$ cat config.mk
export PLATFORM = sky130hd
export DESIGN_NAME = uart_tx_fifo
export DESIGN_NICKNAME = d
export VERILOG_FILES = /design/src/rtl/uart_tx_fifo_pkg.sv /design/src/rtl/uart_tx_fifo_sync_fifo.sv /design/src/rtl/uart_tx_fifo.sv
export SDC_FILE = /design/constraint.sdc
export NUM_CORES = 1
export LEC_CHECK = 0
export ABC_AREA = 1
export CAP_MARGIN = 20
export CORE_MARGIN = 4
export CORE_UTILIZATION = 30
export CTS_CLUSTER_DIAMETER = 150
export DETAILED_ROUTE_END_ITERATION = 10
export MAX_ROUTING_LAYER = met4
export SYNTH_ARGS = -nofsm -noshare
export SYNTH_HDL_FRONTEND = slang
export SYNTH_HIERARCHICAL = 1
export SYNTH_SLANG_ARGS = --single-unit
$ cat constraint.sdc
create_clock -name clk -period 3.1 [get_ports clk]
set_clock_uncertainty 0.15 [all_clocks]
set_input_delay 0.465 -clock clk [delete_from_list [all_inputs] [get_ports clk]]
set_output_delay 0.465 -clock clk [all_outputs]
set_load 0.01 [all_outputs]
$ cat src/rtl/uart_tx_fifo_pkg.sv
// Shared definitions for the UART transmit FIFO: sequencer states, status bit
// positions and default geometry.
package uart_tx_fifo_pkg;

    localparam int DEFAULT_DEPTH  = 16;
    localparam int DEFAULT_ADDR_W = 4;

    localparam int STATUS_EMPTY    = 8;
    localparam int STATUS_FULL     = 9;
    localparam int STATUS_BUSY     = 10;
    localparam int STATUS_OVERFLOW = 11;

    typedef enum logic [1:0] {
        ST_IDLE  = 2'd0,
        ST_LOAD  = 2'd1,
        ST_START = 2'd2,
        ST_WAIT  = 2'd3
    } tx_state_t;

endpackage

$ cat src/rtl/uart_tx_fifo_sync_fifo.sv
// Byte FIFO with wrap-bit pointers, sticky overflow and a flush that outranks
// both push and pop.
module sync_fifo
    import uart_tx_fifo_pkg::*;
#(
    parameter int DEPTH  = DEFAULT_DEPTH,
    parameter int ADDR_W = DEFAULT_ADDR_W
) (
    input  logic              clk,
    input  logic              rst,
    input  logic              wr_en,
    input  logic [7:0]        wr_data,
    input  logic              rd_en,
    input  logic              flush,
    output logic [7:0]        rd_data,
    output logic              full,
    output logic              empty,
    output logic [ADDR_W:0]   count,
    output logic              overflow
);

    localparam logic [ADDR_W:0] PTR_ONE = 1;

    logic [7:0]      r_mem [DEPTH];
    logic [ADDR_W:0] r_wr_ptr;
    logic [ADDR_W:0] r_rd_ptr;
    logic            r_overflow;
    logic            w_push;
    logic            w_pop;

    assign empty    = (r_wr_ptr == r_rd_ptr);
    assign full     = (r_wr_ptr[ADDR_W-1:0] == r_rd_ptr[ADDR_W-1:0]) &&
                      (r_wr_ptr[ADDR_W] != r_rd_ptr[ADDR_W]);
    assign count    = r_wr_ptr - r_rd_ptr;
    assign overflow = r_overflow;
    assign rd_data  = r_mem[r_rd_ptr[ADDR_W-1:0]];

    assign w_pop  = rd_en & ~empty;
    // A full queue still accepts a write when a slot frees on the same edge.
    assign w_push = wr_en & (~full | w_pop);

    always_ff @(posedge clk or posedge rst) begin
        if (rst) begin
            r_wr_ptr   <= '0;
            r_rd_ptr   <= '0;
            r_overflow <= 1'b0;
        end else if (flush) begin
            r_wr_ptr   <= '0;
            r_rd_ptr   <= '0;
            r_overflow <= 1'b0;
        end else begin
            if (w_push) begin
                r_wr_ptr <= r_wr_ptr + PTR_ONE;
            end else if (wr_en) begin
                r_overflow <= 1'b1;
            end
            if (w_pop) begin
                r_rd_ptr <= r_rd_ptr + PTR_ONE;
            end
        end
    end

    always_ff @(posedge clk) begin
        if (w_push && !flush) begin
            r_mem[r_wr_ptr[ADDR_W-1:0]] <= wr_data;
        end
    end

endmodule

$ cat src/rtl/uart_tx_fifo.sv
// Queues bytes stored to the UART TX data register and launches them one at a
// time into UART_TX, waiting for each finish edge before the next launch.
module uart_tx_fifo
    import uart_tx_fifo_pkg::*;
#(
    parameter int DEPTH  = DEFAULT_DEPTH,
    parameter int ADDR_W = DEFAULT_ADDR_W
) (
    input  logic        clk,
    input  logic        rst,
    input  logic        wr_en,
    input  logic [31:0] wr_data,
    input  logic        flush,
    input  logic        tx_finish,
    output logic [7:0]  tx_data,
    output logic        tx_start,
    output logic        full,
    output logic        empty,
    output logic        busy,
    output logic        overflow,
    output logic [31:0] status,
    output logic [1:0]  dbg_state
);

    tx_state_t       r_state;
    tx_state_t       w_next_state;
    logic            r_fin_q;
    logic [7:0]      r_tx_data;
    logic            r_tx_start;
    logic            w_fin_rise;
    logic            w_pop;
    logic [7:0]      w_rd_data;
    logic [ADDR_W:0] w_count;
    logic            w_unused_hi;

    assign w_unused_hi = ^wr_data[31:8];

    sync_fifo #(.DEPTH(DEPTH), .ADDR_W(ADDR_W)) u_fifo (
        .clk      (clk),
        .rst      (rst),
        .wr_en    (wr_en),
        .wr_data  (wr_data[7:0]),
        .rd_en    (w_pop),
        .flush    (flush),
        .rd_data  (w_rd_data),
        .full     (full),
        .empty    (empty),
        .count    (w_count),
        .overflow (overflow)
    );

    assign w_fin_rise = tx_finish & ~r_fin_q;

    // A flush in IDLE suppresses the pop so the flushed byte is never launched.
    always_comb begin
        w_next_state = r_state;
        w_pop        = 1'b0;
        case (r_state)
            ST_IDLE: begin
                if (!empty && !flush) begin
                    w_pop        = 1'b1;
                    w_next_state = ST_LOAD;
                end
            end
            ST_LOAD:  w_next_state = ST_START;
            ST_START: w_next_state = ST_WAIT;
            ST_WAIT: begin
                if (w_fin_rise) begin
                    w_next_state = ST_IDLE;
                end
            end
            default:  w_next_state = ST_IDLE;
        endcase
    end

    always_ff @(posedge clk or posedge rst) begin
        if (rst) begin
            r_state    <= ST_IDLE;
            r_fin_q    <= 1'b0;
            r_tx_data  <= 8'h00;
            r_tx_start <= 1'b0;
        end else begin
            r_state    <= w_next_state;
            r_fin_q    <= tx_finish;
            r_tx_start <= (w_next_state == ST_START);
            if (w_pop) begin
                r_tx_data <= w_rd_data;
            end
        end
    end

    assign tx_data   = r_tx_data;
    assign tx_start  = r_tx_start;
    assign busy      = (r_state != ST_IDLE);
    assign dbg_state = r_state;

    always_comb begin
        status                  = '0;
        status[STATUS_OVERFLOW] = overflow;
        status[STATUS_BUSY]     = busy;
        status[STATUS_FULL]     = full;
        status[STATUS_EMPTY]    = empty;
        status[ADDR_W:0]        = w_count;
    end

endmodule

==> impl_metrics.csv, run 1 <==
group,metric,value,unit
global_routing,grt_pass1_wl,26100,um
pwr,leakagePower,0.00388,uW
routing,vias,4986,
final_layout,antenna_cells,0,
timing,finalWorstSetupSlack,0.184,ns
logic_synthesis,yosysTopAreaCell,"edfxtp_1",
timing,min_period,2.92,ns
timing,fmax,0.343,GHz
place,placed_area,8000,um2
global_routing,grt_usage,13.1,%
routing,detail_route.iter0.violations,348,
global_routing,grt_max_degree,69,
worst_setup_path,crit_fanout,4,
logic_synthesis,synth_area_per_cell,9.38,um2
clocking,clkSlewWorstSetupHoldPaths,0.06,ns
pwr,ir_drop,0.000488,V
worst_setup_path,cp_slowest_cell,"clkdlybuf4s50_1",
worst_setup_path,crit_path_start_kind,"register",
worst_setup_path,critPathTopFamily,"buffers and inverters",
floorplan,die_x,164,um
routing,ant_nets,0,
pwr,power.density,578,nW/um2
timing,period_share,94.1,%
global_routing,antenna_found_initial,0,
place,io_buffers,36,
logic_synthesis,synthTopCellsByArea,"edfxtp_1 (53%), nand2_1 (13%), dfrtp_1 (7.9%)",
worst_setup_path,crit_buf_inv,2,
timing,fin_setup_tns,0,ns
logic_synthesis,async_flop_share,15.2,%
place,place_ws,0.188,ns
place,gp_congestion,0.799,
floorplan,io-pin-count,84,
final_layout,fin_nets,871,
logic_synthesis,synth_top_area_share,52.8,%
routing,wl_per_cell,14.1,um
floorplan,fp.dieH,164,um
worst_setup_path,cp.arrival,2.30,ns
status,status,"finished clean",
final_layout,stdcell_area,8620,um2
timing,hold_violations,0,
worst_setup_path,end_kind,"output port",
logic_synthesis,synth_seq_area_share,60.7,%
logic_synthesis,synth-edff-count,128,
timing,setup_viol,0,
worst_setup_path,crit_path_max_incr_delay,0.56,ns
timing,maxSlewViolCount,0,
final_layout,fill_cells,2396,
worst_hold_path,min_path_type,"in2async",
clocking,cts_tree,"built",
floorplan,die-area,26800,um2
logic_synthesis,synth.most_common_cell,"nand2_1",
final_layout,drive_gt1_share,9.32,%
final_layout,seq_area,4420,um2
global_routing,grt-ovfl-total,0,
floorplan,initial_core_util,30.8,%
clocking,cts_buffers,17,
final_layout,multiInputGateArea,2100,um2
place,place_hpwl,10600,um
timing,rsz0062_at_grt,"no",
timing,max_slew_margin,44.7,%
logic_synthesis,synthFlopType,"edfxtp_1",
worst_setup_path,crit_chain,"clkinv_1, ha_1, nand2_1, o21ai_0, xor2_1, clkdlybuf4s50_1",
final_layout,area_growth,18.3,%
timing,tightest_slew,0.826,ns
floorplan,rows,56,
worst_setup_path,crit_required,2.48,ns
routing,wl,16300,um
clocking,clk_latency,0.43,ns
routing,first_pass_iters,5,
logic_synthesis,yosys-top-cells-count,"nand2_1 (257), inv_1 (144), edfxtp_1 (128)",
routing,vias_per_cell,4.31,
logic_synthesis,synth_area,7290,um2
clocking,clock_path_buffers,2,
clocking,cts.sinks,151,
clocking,htree_levels,4,
floorplan,core,23700,um2
job,max_cap_viol_count,0,
routing,drcViolationCount,0,
worst_setup_path,worstSetupPathType,"reg2out",
logic_synthesis,netlist_instances,777,
logic_synthesis,yosys_warnings,6,
clocking,cts_root_buf,"clkbuf_16",
logic_synthesis,ys_ff_latch,151,
logic_synthesis,synth_cell_type_count,25,
global_routing,grt_pass1_vias,4895,
==> layer usage <==
| layer | up-vias | track usage [%] | wire, um |
|---|---|---|---|
| li1 | 2490 | - | - |
| met1 | 2341 | 17.1 | 7500 |
| met2 | 136 | 20.6 | 7580 |
| met3 | 19 | 2.58 | 981 |
| met4 | 0 | 4.42 | 215 |
| met5 | - | - | 0 |
==> cells in the final DEF, fill, tap and decap left out, drive strengths merged <==
master           n
ha               9
inv            150
nand3          107
edfxtp         128
fa               1
conb            23
o21ai            3
buf             23
bufinv           3
xor2             5
nand4            7
clkbuf          17
clkinvlp         2
dfrtp           23
xnor2            1
dlymetal6s2s     1
clkdlybuf4s50   35
clkinv           9
a21oi            4
nand2          261
nor2            25
==> worst reg2reg max path: cells and delay by family, from the launching register on <==
family	cells	cell delay [ns]
and+or+nand+nor	9	0.99
buffers and inverters	6	0.71
DFF	1	0.36
adders and majority gates	1	0.34
==> cell type report <==
| type | instances | share of cell area (%) |
|---|---|---|
| Clock buffer | 17 | 4.94 |
| Clock inverter | 15 | 2.02 |
| Inverter | 149 | 6.49 |
| Multi-Input combinational cell | 446 | 24.4 |
| Sequential cell | 151 | 51.3 |
| Tap cell | 319 | 4.63 |
| Timing Repair Buffer | 59 | 6.21 |
==> metrics by stage <==
stage,hold slack (ns),power (uW),cells,util (%)
after floorplan,0.167,2660,799,-
after global placement,0.313,2930,1123,33.8
after detailed placement,0.312,2940,1123,33.8
after CTS,0.234,5030,1156,36.3
after global routing,0.277,5170,1156,36.4
final,0.224,4980,1156,36.4
==> registers in the layout, summed over array words and instances (netlist names) <==
register / flops
u_fifo/overflow: 1
u_fifo/r_wr_ptr: 5
dbg_state: 2
tx_data: 8
r_fin_q: 1
tx_start: 1
u_fifo/r_rd_ptr: 5
u_fifo/r_mem: 128
==> report_power, final <==
part / internal [uW] / switching, uW
combinational: 244 / 312
sequential: 2280 / 51.4
clock: 1270 / 824
total: 3800 / 1190
==> kinds of logic (layout without fill, tap and decap cells) <==
family,count (synthesis),count (layout),share of synthesized area [%]
other cells,1,23,0.0515
buf+inv,202,240,12.4
simple gates,400,400,23.9
xor+xnor,6,6,0.721
compound gates,7,7,0.481
fa+ha+maj,10,10,1.82
flops,151,151,60.7
==> repair_timing <==
item | 4_1_cts | 5_1_grt
hold endpoints to repair | 0 | 0
resized for setup | 1 | 3
setup endpoints to repair | 1 | 31
hold buffers | 0 | 0
pin swaps | 0 | 0
buffers inserted | 1 | 0
gates cloned | 0 | 0
==> path summary, 6_finish.rpt <==
kind	to	from	cells past startpoint	slack, ns
max	status[3]	u_fifo/r_rd_ptr[2]	6	0.18
min	tx_data[1]	rst	2	0.22
max reg2reg	u_fifo/r_mem[9][7]	u_fifo/r_rd_ptr[2]	16	0.25
min reg2reg	tx_data[1]	tx_data[1]	2	0.32
max in group asynchronous	u_fifo/r_rd_ptr[0]	rst	2	2.18
min in group clk	tx_data[1]	tx_data[1]	2	0.32
(Power assumes the default switching activity.)
==> inputs of run 2 (changes only) <==
Settings changed: HOLD_SLACK_MARGIN set to 0.05, SLEW_MARGIN set to 15, SYNTH_HIERARCHICAL 1 to not set.
==> impl_metrics.csv, run 2 <==
group,metric,value,unit
routing,wl_per_cell,14.3,um
pwr,ir_drop,0.000378,V
global_routing,antenna_found_initial,0,
floorplan,io-pin-count,84,
worst_hold_path,min_path_type,"in2async",
logic_synthesis,synth_top_area_share,54.8,%
logic_synthesis,yosys_warnings,0,
floorplan,die-area,25900,um2
timing,period_share,93.7,%
timing,finalWorstSetupSlack,0.195,ns
logic_synthesis,yosys-top-cells-count,"nand2_1 (189), edfxtp_1 (128), inv_1 (113)",
global_routing,grt-ovfl-total,0,
timing,setup_viol,0,
worst_setup_path,crit_buf_inv,2,
global_routing,grt_pass1_vias,4420,
worst_setup_path,crit_fanout,8,
final_layout,fin_nets,811,
floorplan,initial_core_util,30.8,%
clocking,clock_path_buffers,2,
clocking,hold_buffers,0,
routing,detail_route.iter0.violations,420,
routing,vias_per_cell,4.26,
logic_synthesis,synth-edff-count,128,
final_layout,drive_gt1_share,9.14,%
logic_synthesis,netlist_instances,715,
logic_synthesis,async_flop_share,15.2,%
routing,ant_nets,0,
place,place_ws,0.410,ns
place,gp_congestion,0.825,
timing,fmax,0.344,GHz
timing,max_slew_margin,47.4,%
place,place_hpwl,9580,um
clocking,cts.sinks,151,
timing,hold_violations,0,
global_routing,grt_max_degree,68,
logic_synthesis,synth_area_per_cell,9.80,um2
clocking,cts_tree,"built",
final_layout,largest_register_ffs,128,
clocking,cts_buffers,17,
logic_synthesis,synth_area,7010,um2
worst_setup_path,cp_common_cell,"nor2_2",
logic_synthesis,synth_seq_area_share,63.1,%
final_layout,final_common_cell,"nand2_1",
worst_setup_path,cp.arrival,2.29,ns
routing,first_pass_iters,5,
worst_setup_path,end_kind,"output port",
clocking,clk_latency,0.42,ns
routing,vias,4640,
worst_setup_path,crit_chain,"ha_1, nand2_1, nor2_2, inv_1, nor2_2, clkdlybuf4s50_1",
timing,holdWs,0.140,ns
final_layout,layout_common_cells,"nand2_1 (189), edfxtp_1 (128), inv_1 (112)",
worst_setup_path,rrSetupSlack,0.63,ns
timing,min_period,2.91,ns
global_routing,grt_usage,12.7,%
timing,tightest_slew,0.789,ns
logic_synthesis,synthTopCellsByArea,"edfxtp_1 (55%), nand2_1 (10%), dfrtp_1 (8.2%)",
logic_synthesis,yosysTopAreaCell,"edfxtp_1",
timing,maxSlewViolCount,0,
worst_setup_path,crit_path_max_incr_delay,0.57,ns
pwr,leakagePower,0.00357,uW
clocking,htree_levels,4,
logic_synthesis,synth.most_common_cell,"nand2_1",
routing,wl,15500,um
worst_setup_path,crit_required,2.48,ns
place,io_buffers,36,
worst_setup_path,crit_path_start_kind,"register",
final_layout,antenna_cells,0,
clocking,cts_root_buf,"clkbuf_16",
floorplan,core,22800,um2
floorplan,die_x,161,um
worst_setup_path,worstSetupPathType,"reg2out",
floorplan,rows,55,
job,max_cap_viol_count,0,
logic_synthesis,synthFlopType,"edfxtp_1",
pwr,power.density,615,nW/um2
routing,drcViolationCount,0,
worst_setup_path,cp_slowest_cell,"clkdlybuf4s50_1",
floorplan,fp.dieH,161,um
timing,rsz0062_at_grt,"no",
final_layout,area_growth,18.0,%
status,status,"finished clean",
timing,fin_setup_tns,0,ns
logic_synthesis,synth_cell_type_count,28,
worst_setup_path,critPathTopFamily,"buffers and inverters",
logic_synthesis,ys_ff_latch,151,
global_routing,grt_pass1_wl,24300,um
clocking,clkSlewWorstSetupHoldPaths,0.06,ns
[run 2: cell count changes after synthesis, sizes merged]
cell | previous run | this run
a21oi | 4 | 3
a31oi | 0 | 1
buf | 47 | 45
clkbuf | 6 | 10
inv | 147 | 114
nand2 | 261 | 195
nand3 | 107 | 100
nand3b | 0 | 2
nand4 | 7 | 1
nor2 | 25 | 64
nor3 | 0 | 1
o21ai | 3 | 8
or2 | 0 | 1
[run 2: through the flow]
stage          std cells  total power (uW)  area (um2)  utilization, %
4_1_cts             1090              5130        8260            36.3
3_5_place_dp        1057              3210        7700            33.8
3_3_place_gp        1057              3200        7700            33.8
2_1_floorplan        737              2850        7090               -
6_report            1090              5080        8270            36.3
5_1_grt             1090              5320        8270            36.3
[run 2: path summary, 6_finish.rpt]
path | startpoint | endpoint | cells after the start
max | u_fifo.r_wr_ptr[2] | full | 6
min | rst | r_fin_q | 2
max reg2reg | u_fifo.r_wr_ptr[2] | u_fifo.r_mem[3][4] | 11
min reg2reg | dbg_state[1] | tx_start | 1
max in group asynchronous | rst | u_fifo.r_wr_ptr[2] | 3
min in group clk | dbg_state[1] | tx_start | 1
[run 2: logic make-up (layout without fill, tap and decap cells)]
kind of cell / Yosys count / in the layout / share of synthesized area (%)
and+or+nand+nor: 364 / 364 / 22.3
buffers and inverters: 171 / 211 / 11.1
DFF: 151 / 151 / 63.1
AOI/OAI and AO/OA: 12 / 12 / 0.875
adders and majority gates: 10 / 10 / 1.89
xor gates and xnor gates: 6 / 6 / 0.750
other: 1 / 23 / 0.0535
[run 2: timing repair]
| action | CTS | global route |
|---|---|---|
| cloned | 0 | 0 |
| setup endpoints to repair | 1 | 3 |
| gates resized for setup | 1 | 4 |
| setup buffers | 1 | 0 |
[run 2: layer usage]
metal | share of wire (%) | routed length (um) | GRT usage, %
met5 | 0 | 0 | -
met2 | 48 | 7460 | 19.9
met3 | 6.8 | 1060 | 2.69
met4 | 2.4 | 378 | 5.27
met1 | 43 | 6650 | 16.1
[run 2: final cells by class]
| cell class | count | area, um2 |
|---|---|---|
| multi-input combinational | 415 | 1900 |
| clock inverter | 15 | 126 |
| tap | 313 | 392 |
| timing repair buffer | 63 | 566 |
| fill | 2236 | 14500 |
| inverter | 116 | 435 |
| sequential | 151 | 4420 |
| clock buffer | 17 | 425 |
[run 2: where the power goes]
part / leakage (uW) / internal [uW] / switching (uW)
combinational: 0.00187 / 338 / 467
sequential: 0.00144 / 2300 / 56.8
clock: 0.000263 / 1100 / 821
